===== src/rtl/uart_rx.sv =====
// ---------------------------------------------------------------------------
// uart_rx
// Receive side of the ECP5 UART. The asynchronous rx_bit pin is brought into
// the 12 MHz clock domain through a two-flop synchroniser and oversampled to
// deserialise 8N1 frames, LSB first. Each good byte is placed in a one-entry
// holding register that the bus side pops with a one-cycle rd strobe.
// Framing errors and overruns are kept as sticky flags that rd clears.
//
// Ports:
//    clk        - 12 MHz reference clock, all logic on the rising edge
//    reset_n    - synchronous, active-low reset
//    rx_bit     - asynchronous serial input, idles high
//    rd         - one-cycle pop of the holding register, also clears flags
//    data_out   - last received byte
//    data_valid - holding register contains an unread byte
//    frame_err  - sticky: a frame ended with a low stop bit
//    overrun    - sticky: a good byte was dropped because the holding
//                 register was still full
//    busy       - receiver is somewhere other than IDLE
// ---------------------------------------------------------------------------
module uart_rx #(
   parameter int CLKS_PER_BIT = 104,
   parameter int HALF_BIT     = CLKS_PER_BIT / 2
) (
   input  logic       clk,
   input  logic       reset_n,
   input  logic       rx_bit,
   input  logic       rd,
   output logic [7:0] data_out,
   output logic       data_valid,
   output logic       frame_err,
   output logic       overrun,
   output logic       busy
);

   localparam int CNT_W = $clog2(CLKS_PER_BIT);

   // Terminal counts: one full bit period, and the half period that moves
   // the sampling point from the start-bit edge to the middle of the bit.
   localparam logic [CNT_W-1:0] BIT_LAST  = CNT_W'(CLKS_PER_BIT - 1);
   localparam logic [CNT_W-1:0] HALF_LAST = CNT_W'(HALF_BIT - 1);

   typedef enum logic [2:0] {
      IDLE,
      START,
      DATA,
      STOP,
      BREAK
   } state_t;

   state_t           state;
   logic             rx_meta;
   logic             rxs;
   logic [CNT_W-1:0] clk_cnt;
   logic [2:0]       bit_idx;
   logic [7:0]       shift;

   // Two-flop synchroniser for the asynchronous pin. Both flops come out of
   // reset high so an idle line is not mistaken for a start bit. Everything
   // downstream looks only at rxs.
   always_ff @(posedge clk) begin
      if (!reset_n) begin
         rx_meta <= 1'b1;
         rxs     <= 1'b1;
      end else begin
         rx_meta <= rx_bit;
         rxs     <= rx_meta;
      end
   end

   // Receive state machine plus the holding register and status flags.
   // The rd clears are written first so that any flag or load assigned later
   // in the same cycle overrides them: a set always beats a clear, and a byte
   // landing on the same cycle as rd replaces the byte being popped.
   // After the stop-bit mid-sample the machine goes straight back to IDLE,
   // leaving about half a bit period to spot a back-to-back start bit.
   always_ff @(posedge clk) begin
      if (!reset_n) begin
         state      <= IDLE;
         clk_cnt    <= '0;
         bit_idx    <= '0;
         shift      <= '0;
         data_out   <= '0;
         data_valid <= 1'b0;
         frame_err  <= 1'b0;
         overrun    <= 1'b0;
         busy       <= 1'b0;
      end else begin
         if (rd) begin
            data_valid <= 1'b0;
            frame_err  <= 1'b0;
            overrun    <= 1'b0;
         end

         case (state)
            IDLE: begin
               if (!rxs) begin
                  state   <= START;
                  clk_cnt <= '0;
                  busy    <= 1'b1;
               end
            end

            START: begin
               if (clk_cnt == HALF_LAST) begin
                  clk_cnt <= '0;
                  if (rxs) begin
                     state <= IDLE;
                     busy  <= 1'b0;
                  end else begin
                     bit_idx <= '0;
                     state   <= DATA;
                  end
               end else begin
                  clk_cnt <= clk_cnt + 1'b1;
               end
            end

            DATA: begin
               if (clk_cnt == BIT_LAST) begin
                  clk_cnt         <= '0;
                  shift[bit_idx]  <= rxs;
                  bit_idx         <= bit_idx + 1'b1;
                  if (bit_idx == 3'd7) begin
                     state <= STOP;
                  end
               end else begin
                  clk_cnt <= clk_cnt + 1'b1;
               end
            end

            STOP: begin
               if (clk_cnt == BIT_LAST) begin
                  clk_cnt <= '0;
                  if (rxs) begin
                     if (!data_valid || rd) begin
                        data_out   <= shift;
                        data_valid <= 1'b1;
                     end else begin
                        overrun <= 1'b1;
                     end
                     state <= IDLE;
                     busy  <= 1'b0;
                  end else begin
                     frame_err <= 1'b1;
                     state     <= BREAK;
                  end
               end else begin
                  clk_cnt <= clk_cnt + 1'b1;
               end
            end

            BREAK: begin
               if (rxs) begin
                  state <= IDLE;
                  busy  <= 1'b0;
               end
            end

            default: begin
               state <= IDLE;
               busy  <= 1'b0;
            end
         endcase
      end
   end

endmodule

===== config.mk =====
export PLATFORM = sky130hd
export DESIGN_NAME = uart_rx
export DESIGN_NICKNAME = d
export VERILOG_FILES = /design/src/rtl/uart_rx.sv
export SDC_FILE = /design/constraint.sdc
export NUM_CORES = 1
export LEC_CHECK = 0
export ABC_AREA = 0
export BUFFER_PORTS_ARGS = -buffer_cell sky130_fd_sc_hd__buf_2
export CAP_MARGIN = 20
export CORE_MARGIN = 4
export CORE_UTILIZATION = 53
export CTS_CLUSTER_SIZE = 25
export DETAILED_ROUTE_END_ITERATION = 8
export PLACE_DENSITY = 0.76
export RECOVER_POWER = 100
export SETUP_SLACK_MARGIN = 0.02
export SYNTH_ARGS = -nofsm -noshare
export SYNTH_HDL_FRONTEND = slang
export SYNTH_SLANG_ARGS = --single-unit

===== constraint.sdc =====
create_clock -name clk -period 2 [get_ports clk]
set_clock_uncertainty 0.05 [all_clocks]
set_input_delay 0.1 -clock clk [delete_from_list [all_inputs] [get_ports clk]]
set_output_delay 0.1 -clock clk [all_outputs]
set_load 0.05 [all_outputs]

After elaboration in Yosys (flattened, before gate mapping):

Index checks and enable logic that the tools add are counted.

* memory bits (writable): 0
* input bits: 4
* memory bits (read-only): 0
* logic and storage cells: 82
* register bits: 35
* output and inout bits: 12
* latch bits: 0
* memories kept: 0

* $mul: 0
* equal/unequal tests: 14
* bitwise operators: 1
* shift-type cells: 0
* divide/modulo/power cells: 0
* magnitude comparators: 2
* reductions and logical operators: 13
* $add $sub $neg: 2
* muxes and demuxes: 39

Operators by type and width (count)
* 3-bit 2-to-1 mux: 10
* 7-bit 2-to-1 mux: 3
* 7-bit one-hot mux with 3 select lines: 1
* 1-bit 2-to-1 mux: 19
* 3-bit one-hot mux with 5 select lines: 1
* 2-bit != test, second input constant: 7
* 4-bit AND reduction: 3
* 8-bit bitwise mux: 1
* 7-bit by 1-bit adder with 7-bit output, second input constant: 1
* 7-bit by 6-bit equality test with 1-bit output, second input constant: 1
* 7-bit equality test, second input constant: 1
* 3-bit by 2-bit equality test with 1-bit output, second input constant: 2
* 3-bit equality test, second input constant: 2
* 3-bit one-hot mux with 2 select lines: 1
* 6-bit AND reduction: 1
* 1-bit one-hot mux with 5 select lines: 1
* 3-bit by 4-bit < comparator with 1-bit output, second input constant: 1
* 2-bit AND reduction: 2
* 3-bit by 1-bit adder with 3-bit output, second input constant: 1
* 1-bit demux with 3-bit select: 1
* 3-bit by 1-bit equality test with 1-bit output, second input constant: 1
* 3-bit by 1-bit >= comparator with 1-bit output, second input constant: 1
* 3-bit zero test: 1
* 3-bit nonzero test: 1
* other kinds (7): 7

Depth between registers and ports, before layout:

Gate-level depths: netlist (run 1).

* depth after elaboration: 6
* mapped depth: 7
* mapped depth without buffers: 5

Least setup slack after synthesis (run 1):

No wires, ideal clock.

* kind: register to register
* start point: register clk_cnt[0]
* end point: register bit_idx[0]
* path buffers: 0
* cell stages (with the launch flop): 6
* arrival: 1388 ps
* setup slack: 447 ps
* setup time: 115 ps
* clock period less this slack: 1553 ps
* cells stage by stage: dfxtp_1 -> ha_1 -> nor4b_2 -> nand4_1 -> a2bb2oi_2 -> a31o_1

* cells in the longest elaborated chain, start to end: 3

RTL lines
* from (decl): line 54 `logic [CNT_W-1:0] clk_cnt;`
* from (signal assigned): line 115 `clk_cnt <= clk_cnt + 1'b1;`
* from (signal assigned): line 128 `clk_cnt <= clk_cnt + 1'b1;`
* from (signal assigned): line 149 `clk_cnt <= clk_cnt + 1'b1;`
* 7-bit equality test / 7-bit by 6-bit equality test with 1-bit output (equally long branches): line 120, 105
* 2-bit != test (no line)
* 4-bit AND reduction (no line) (*)
* to (signal assigned): line 123 `bit_idx <= bit_idx + 1'b1;`
* to (decl): line 55 `logic [2:0] bit_idx;`

Every way passes the cells marked *; elsewhere a longest branch is shown, timed or not.
A chain may end at the register's enable or synchronous reset.

Worst setup path in the final report (run 1):

* start point: register clk_cnt[0]
* end point: register data_out[2]

* cells in the longest elaborated chain, start to end: 2

RTL lines
* 7-bit equality test: line 133 `if (clk_cnt == BIT_LAST) begin`
* 4-bit AND reduction (no line)
* to (signal assigned): line 137 `data_out <= shift;`
* to (decl): line 29 `output logic [7:0] data_out,`

No other way between the ends.

==> results of run 1 <==
[power by group]
| group | internal (W) | switching, W | total, W |
|---|---|---|---|
| combinational | 0.0000206 | 0.0000342 | 0.0000547 |
| sequential | 0.000700 | 0.00000525 | 0.000706 |
| clock | 0.000134 | 0.000246 | 0.000380 |
| total | 0.000855 | 0.000285 | 0.00114 |
[per-stage QoR]
step / power [W] / hold WS (ps)
global placement: 0.000773 / 236
finish: 0.00114 / 106
CTS: 0.00116 / 86.5
detailed placement: 0.000774 / 233
floorplan: 0.000762 / 151
global route: 0.00120 / 107
[cells by family after synthesis]
| family | Yosys count |
|---|---|
| XOR/XNOR | 2 |
| AND/OR/NAND/NOR | 85 |
| AO/OA/AOI/OAI | 46 |
| buffers and inverters | 16 |
| adder cells (fa/ha/maj) | 3 |
| flip-flops | 35 |
| multiplexers | 11 |
[cells in the mapped netlist, drive strengths merged]
cell     instances  area [um2]
mux2i           11         110
nand3b           1        11.3
o211a            2        20.0
a21oi            3        15.0
nand4b           2        17.5
inv              2        7.51
nor3b            4        46.3
or2              1        6.26
nand2b           4        25.0
a31oi            1        6.26
xor2             1        8.76
nand4            5        31.3
buf              8        60.1
o21ai           14        70.1
a41o             1        10.0
nand2           24        90.1
and3b            1        8.76
o22ai            6        37.5
dfxtp           35         701
and3             3        18.8
and4bb           1        12.5
o21a             1        7.51
and2             6        37.5
nor4             4        25.0
or3              1        6.26
nor4b            3        32.5
a2bb2oi          2        23.8
clkbuf           6        22.5
a21boi          15         113
a31o             1        8.76
xnor2            1        8.76
ha               3        37.5
nor2             3        11.3
nand3           17        90.1
nor3             2        10.0
nor2b            3        18.8
[cell type report]
class / count / share of cell area (%)
Inverter: 2 / 0.394
Tap cell: 44 / 2.89
Clock inverter: 3 / 1.05
Sequential cell: 35 / 36.8
Multi-Input combinational cell: 147 / 51.0
Timing Repair Buffer: 22 / 5.98
Clock buffer: 5 / 1.97
[flip-flops by register name (all words and copies together), names as in the netlist, 3 cells and up]
signal and flops:
bit_idx 3, data_out 8, state 3, shift 8, clk_cnt 7
[worst paths after layout]
check,from,to,cells past startpoint
worst min-delay path,reset_n,rx_meta,2
worst max register to register,clk_cnt[0],data_out[2],6
worst min register to register,rx_meta,rxs,1
worst max-delay path,clk_cnt[0],data_out[2],6
[worst max-delay path: cells and delay by family, from the launching register on]
kind	cells	cell delay, ps
AO/OA/AOI/OAI	1	180
adder cells (fa/ha/maj)	1	210
buffers and inverters	1	230
flip-flops	1	390
AND/OR/NAND/NOR	3	710
[placed cells by master, fill, tap and decap left out, types with 3 or more instances in the layout]
cell type / n
mux2i_1: 11
and3_1: 3
nand2_1: 24
o21ai_0: 14
nor2b_1: 3
buf_4: 4
nand3_1: 17
and2_1: 4
clkbuf_1: 13
o22ai_1: 6
clkbuf_4: 5
a21boi_1: 6
nand4_1: 5
nand2b_1: 4
buf_2: 3
nor4_1: 4
dfxtp_1: 35
a21oi_1: 3
nor2_1: 3
ha_1: 3
a21boi_0: 9
[per-layer routing]
layer  up-vias  GRT usage [%]  wire length, um
met4         0           8.81               77
met3         9           5.98              276
met5         -              0                0
met1       696           26.2             1650
li1        746              -                -
met2        54           26.8             1610
==> run metrics, run 1 <==
Die Wd=65.7 um; # diodes=0; clock tree root driver cell=clkbuf_4; fin worst setup slack=between 150 and 200 ps; CTS Buf Count=5; post-cts gate resize count=0; number of antenna violations at the first check in global routing=0; crit share post-route=91.0%; total negative slack=0 ps; Starting Density=a little under three fifths; Critical Path RT=2230 ps; Yosys Warn Count=0; post-route ant nets=0; cell-by-cell trace of the critical path=ha_1, and2_1, and3_1, buf_4, nand3_1, a21boi_0; Synth Area in Adders=roughly 2.1%; synthesized flop and latch total=35; overall track demand over capacity in global routing=a little under a fifth; WP data arrival=roughly 2100 ps; first-pass GRT wire length=between 6000 and 7000 um; Worst setup EP type=flop; Setup CP Type=reg2reg; Startpoint Class=flop; Post-Synth XOR/XNOR Area=0.992%; Finished Layout Cells=~260; largest family of logic cells by synthesized area=simple AND/OR/NAND/NOR gates; fin area=~0.0019 mm2; Max clock buf depth=2; Syn Inst Count=198; Simple-Gate Fraction of Synth Area=between 20 and 30%; number of global-route vias before repair=between 1k and 1.5k; RSZ-0062 raised after global routing=no; reg-to-reg slack, setup=between 150 and 200 ps; core box area=~0.0031 mm2; DRT iter0 DRCs=52; final WL=3610 um; die area=0.00432 mm2; largest net degree at the start of global routing=30; Hold WC Path Type=in2reg; fill cell count=271; Final Critical Period=1820 ps; layout cells sized above 1=under 10%; Slew headroom=60.0%; routed len/inst=around 14 um; routability cong.=approximately 0.86; worst slew pin tran=approximately 600 ps; number of max-cap violations=0; Seq/Total Area, Yosys=about two fifths; buffer count from post-CTS setup fixing=0; # DRC=0; multi-input logic area=around 970 um2; compound-cell area share of the yosys netlist=17.6%; GRT overflow=0; placed inst area=between 0.0015 and 0.002 mm2; # clock sinks=35; H-tree levels=2; Peak Freq=~550 MHz; final core utilization=between 60% and 70%; Crit-path slowest cell=and3_1; num rows=20; final setup fails=0; syn_area_per_cell=approximately 8.9 um2; dpl ws=199 ps; critical path fanouts, max=10; mux cell area share after synthesis=under 10%; Top Ports=16; post-detail-place hpwl=around 2500 um; Worst-Skew Late Latency=around 350 ps; Die Span Y=roughly 66 um; Hold Fails Final Rpt=0; Pleak=0.741 nW; status=finished clean; Final Max Slew Viols=0; critical path's largest stage delay=~430 ps; Storage cell area=between 700 and 800 um2; Reg clk slew, reported paths=110 ps; Pre-antenna DRT Iters=4; CTS Hold Bufs=2; cell area after synthesis=0.00177 mm2; Synth cell types=45; Placed Instances=248; via count=about 1.5k; fin nets=220; Vias per Instance=roughly 6; net count after synthesis=between 200 and 250; power per cell area=598 mW/mm2; Area Overhead vs Synth=7.86%; maximum VDD drop=around 0.29 mV; I/O Buffers=15; CTS tree=yes
Power figures use the tool's default switching activity.
==> run 2: changes to the inputs <==
REMOVE_ABC_BUFFERS = 1   (was unset)
==> run metrics, run 2 (synthesis gave the netlist of run 1 again) <==
CTS tree=yes; Die Span Y=~66 um; via count=between 1.5k and 2k; number of max-cap violations=0; num rows=20; R2R depth=4; Starting Density=56.5%; GRT overflow=0; Critical Path RT=approximately 2200 ps; maximum VDD drop=0.438 mV; Die Wd=65.7 um; WHS Path Cells=3; CTS Buf Count=5; Worst setup EP type=flop; # diodes=0; Placed Instances=254; Top Registers=data_out (8), shift (8), clk_cnt (7); I/O Buffers=15; Buf/Inv on CP=1; Peak Freq=about 550 MHz; Startpoint Class=flop; WP data arrival=just over 2000 ps; Hold Fails Final Rpt=0; Top Ports=16; clock tree root driver cell=clkbuf_4; overall track demand over capacity in global routing=21.0%; first-pass GRT wire length=approximately 7100 um; Vias per Instance=between 5 and 6; number of global-route vias before repair=1514; H-tree levels=2; worst hold path startpoint=reset_n; status=finished clean; Pleak=around 0.78 nW; Pre-antenna DRT Iters=4; final setup fails=0; Crit path max-delay family=simple AND/OR/NAND/NOR gates; capturing point of the worst reg2reg path=shift[0]; Setup CP Type=reg2reg; post-detail-place hpwl=between 2000 and 3000 um; die area=0.00432 mm2; Max clock buf depth=2; fill cell count=273; largest net degree at the start of global routing=19; Worst-Skew Late Latency=around 340 ps; Finished Layout Cells=~260; Final Max Slew Viols=0; leading cell types in the layout, fill and taps excluded=dfxtp_1, nand2_1, nand3_1, o21ai_0, clkbuf_1; DRT iter0 DRCs=93; post-route ant nets=0; critical path's largest stage delay=around 430 ps; cell-by-cell trace of the critical path=clkbuf_1, nor3_1, nor4b_1, mux2i_1; routed len/inst=about 15 um; # clock sinks=35; Area Overhead vs Synth=10.1%; number of antenna violations at the first check in global routing=0; RSZ-0062 raised after global routing=no; critical path fanouts, max=8; Final Critical Period=1820 ps; Slew headroom=between 60% and 70%; core box area=0.00313 mm2; hold path endpoint=shift[1]; crit share post-route=just over 90%; fin nets=~230; # DRC=0; commonest non-fill, non-tap cell in the layout=dfxtp_1; reg-to-reg slack, setup=roughly 180 ps; layout cells sized above 1=between 10% and 20%; power per cell area=roughly 600 mW/mm2; Hold WC Path Type=in2reg; total negative slack=0 ps; final WL=~3900 um; Crit-path slowest cell=nor3_1; Reg clk slew, reported paths=~100 ps; worst slew pin tran=approximately 600 ps; routability cong.=about 0.85; reg2reg start=state[0]
run 2: worst reg2reg max path, delay by kind of cell, from the launching register on:
kind          cells  cell delay (ps)
simple gates      2              860
mux               1              240
buf+inv           1              190
flops             1              400
run 2: area by class of cell:
cell class                 instances  area, um2  area share (%)
multi-input combinational        147        965            49.6
sequential                        35        701            36.0
timing repair buffer              29        161            8.30
tap                               44       55.1            2.83
clock buffer                       6       51.3            2.64
inverter                           2       7.51           0.386
clock inverter                     1       5.00           0.257
run 2: how the worst max path moves through the flow:
stage	from	to	slack, ps	cells after the start
after global routing	clk_cnt[0]	shift[0]	40	6
after detailed placement	clk_cnt[0]	data_out[6]	210	6
after floorplan	clk_cnt[0]	bit_idx[0]	300	5
final	state[0]	shift[0]	180	4
after CTS	clk_cnt[0]	data_out[6]	170	6
after global placement	clk_cnt[0]	data_out[2]	260	6
run 2: repair_timing:
item                                    in CTS  in global routing
buffers inserted                             0                  1
endpoints found under the setup margin       0                  7
hold buffers                                 2                  0
resized for setup                            0                  1
hold endpoints to repair                     2                  0
run 2: where the power goes:
part           total [W]  switching, W  internal [W]
logic          0.0000582     0.0000368     0.0000214
registers       0.000705    0.00000471      0.000700
clock network   0.000395      0.000233      0.000163
run 2: metrics by stage:
step	cell area (um2)	worst slack [ps]	util, %	hold slack (ps)	power, W
floorplan	1680	296	-	123	0.000751
global placement	1900	259	60.6	237	0.000776
detailed placement	1900	214	60.6	236	0.000779
CTS	1970	169	63.1	111	0.00117
global route	1950	44.4	62.2	124	0.00121
finish	1950	184	62.2	125	0.00116
run 2: routing by layer:
| layer | wire length [um] | up-vias | global-route usage (%) | share of wire (%) |
|---|---|---|---|---|
| li1 | - | 761 | - | - |
| met1 | 1800 | 739 | 27.7 | 46 |
| met2 | 1750 | 56 | 31.8 | 45 |
| met3 | 256 | 13 | 5.81 | 6.5 |
| met4 | 96 | 0 | 9.07 | 2.5 |
| met5 | 0 | - | 0 | 0 |
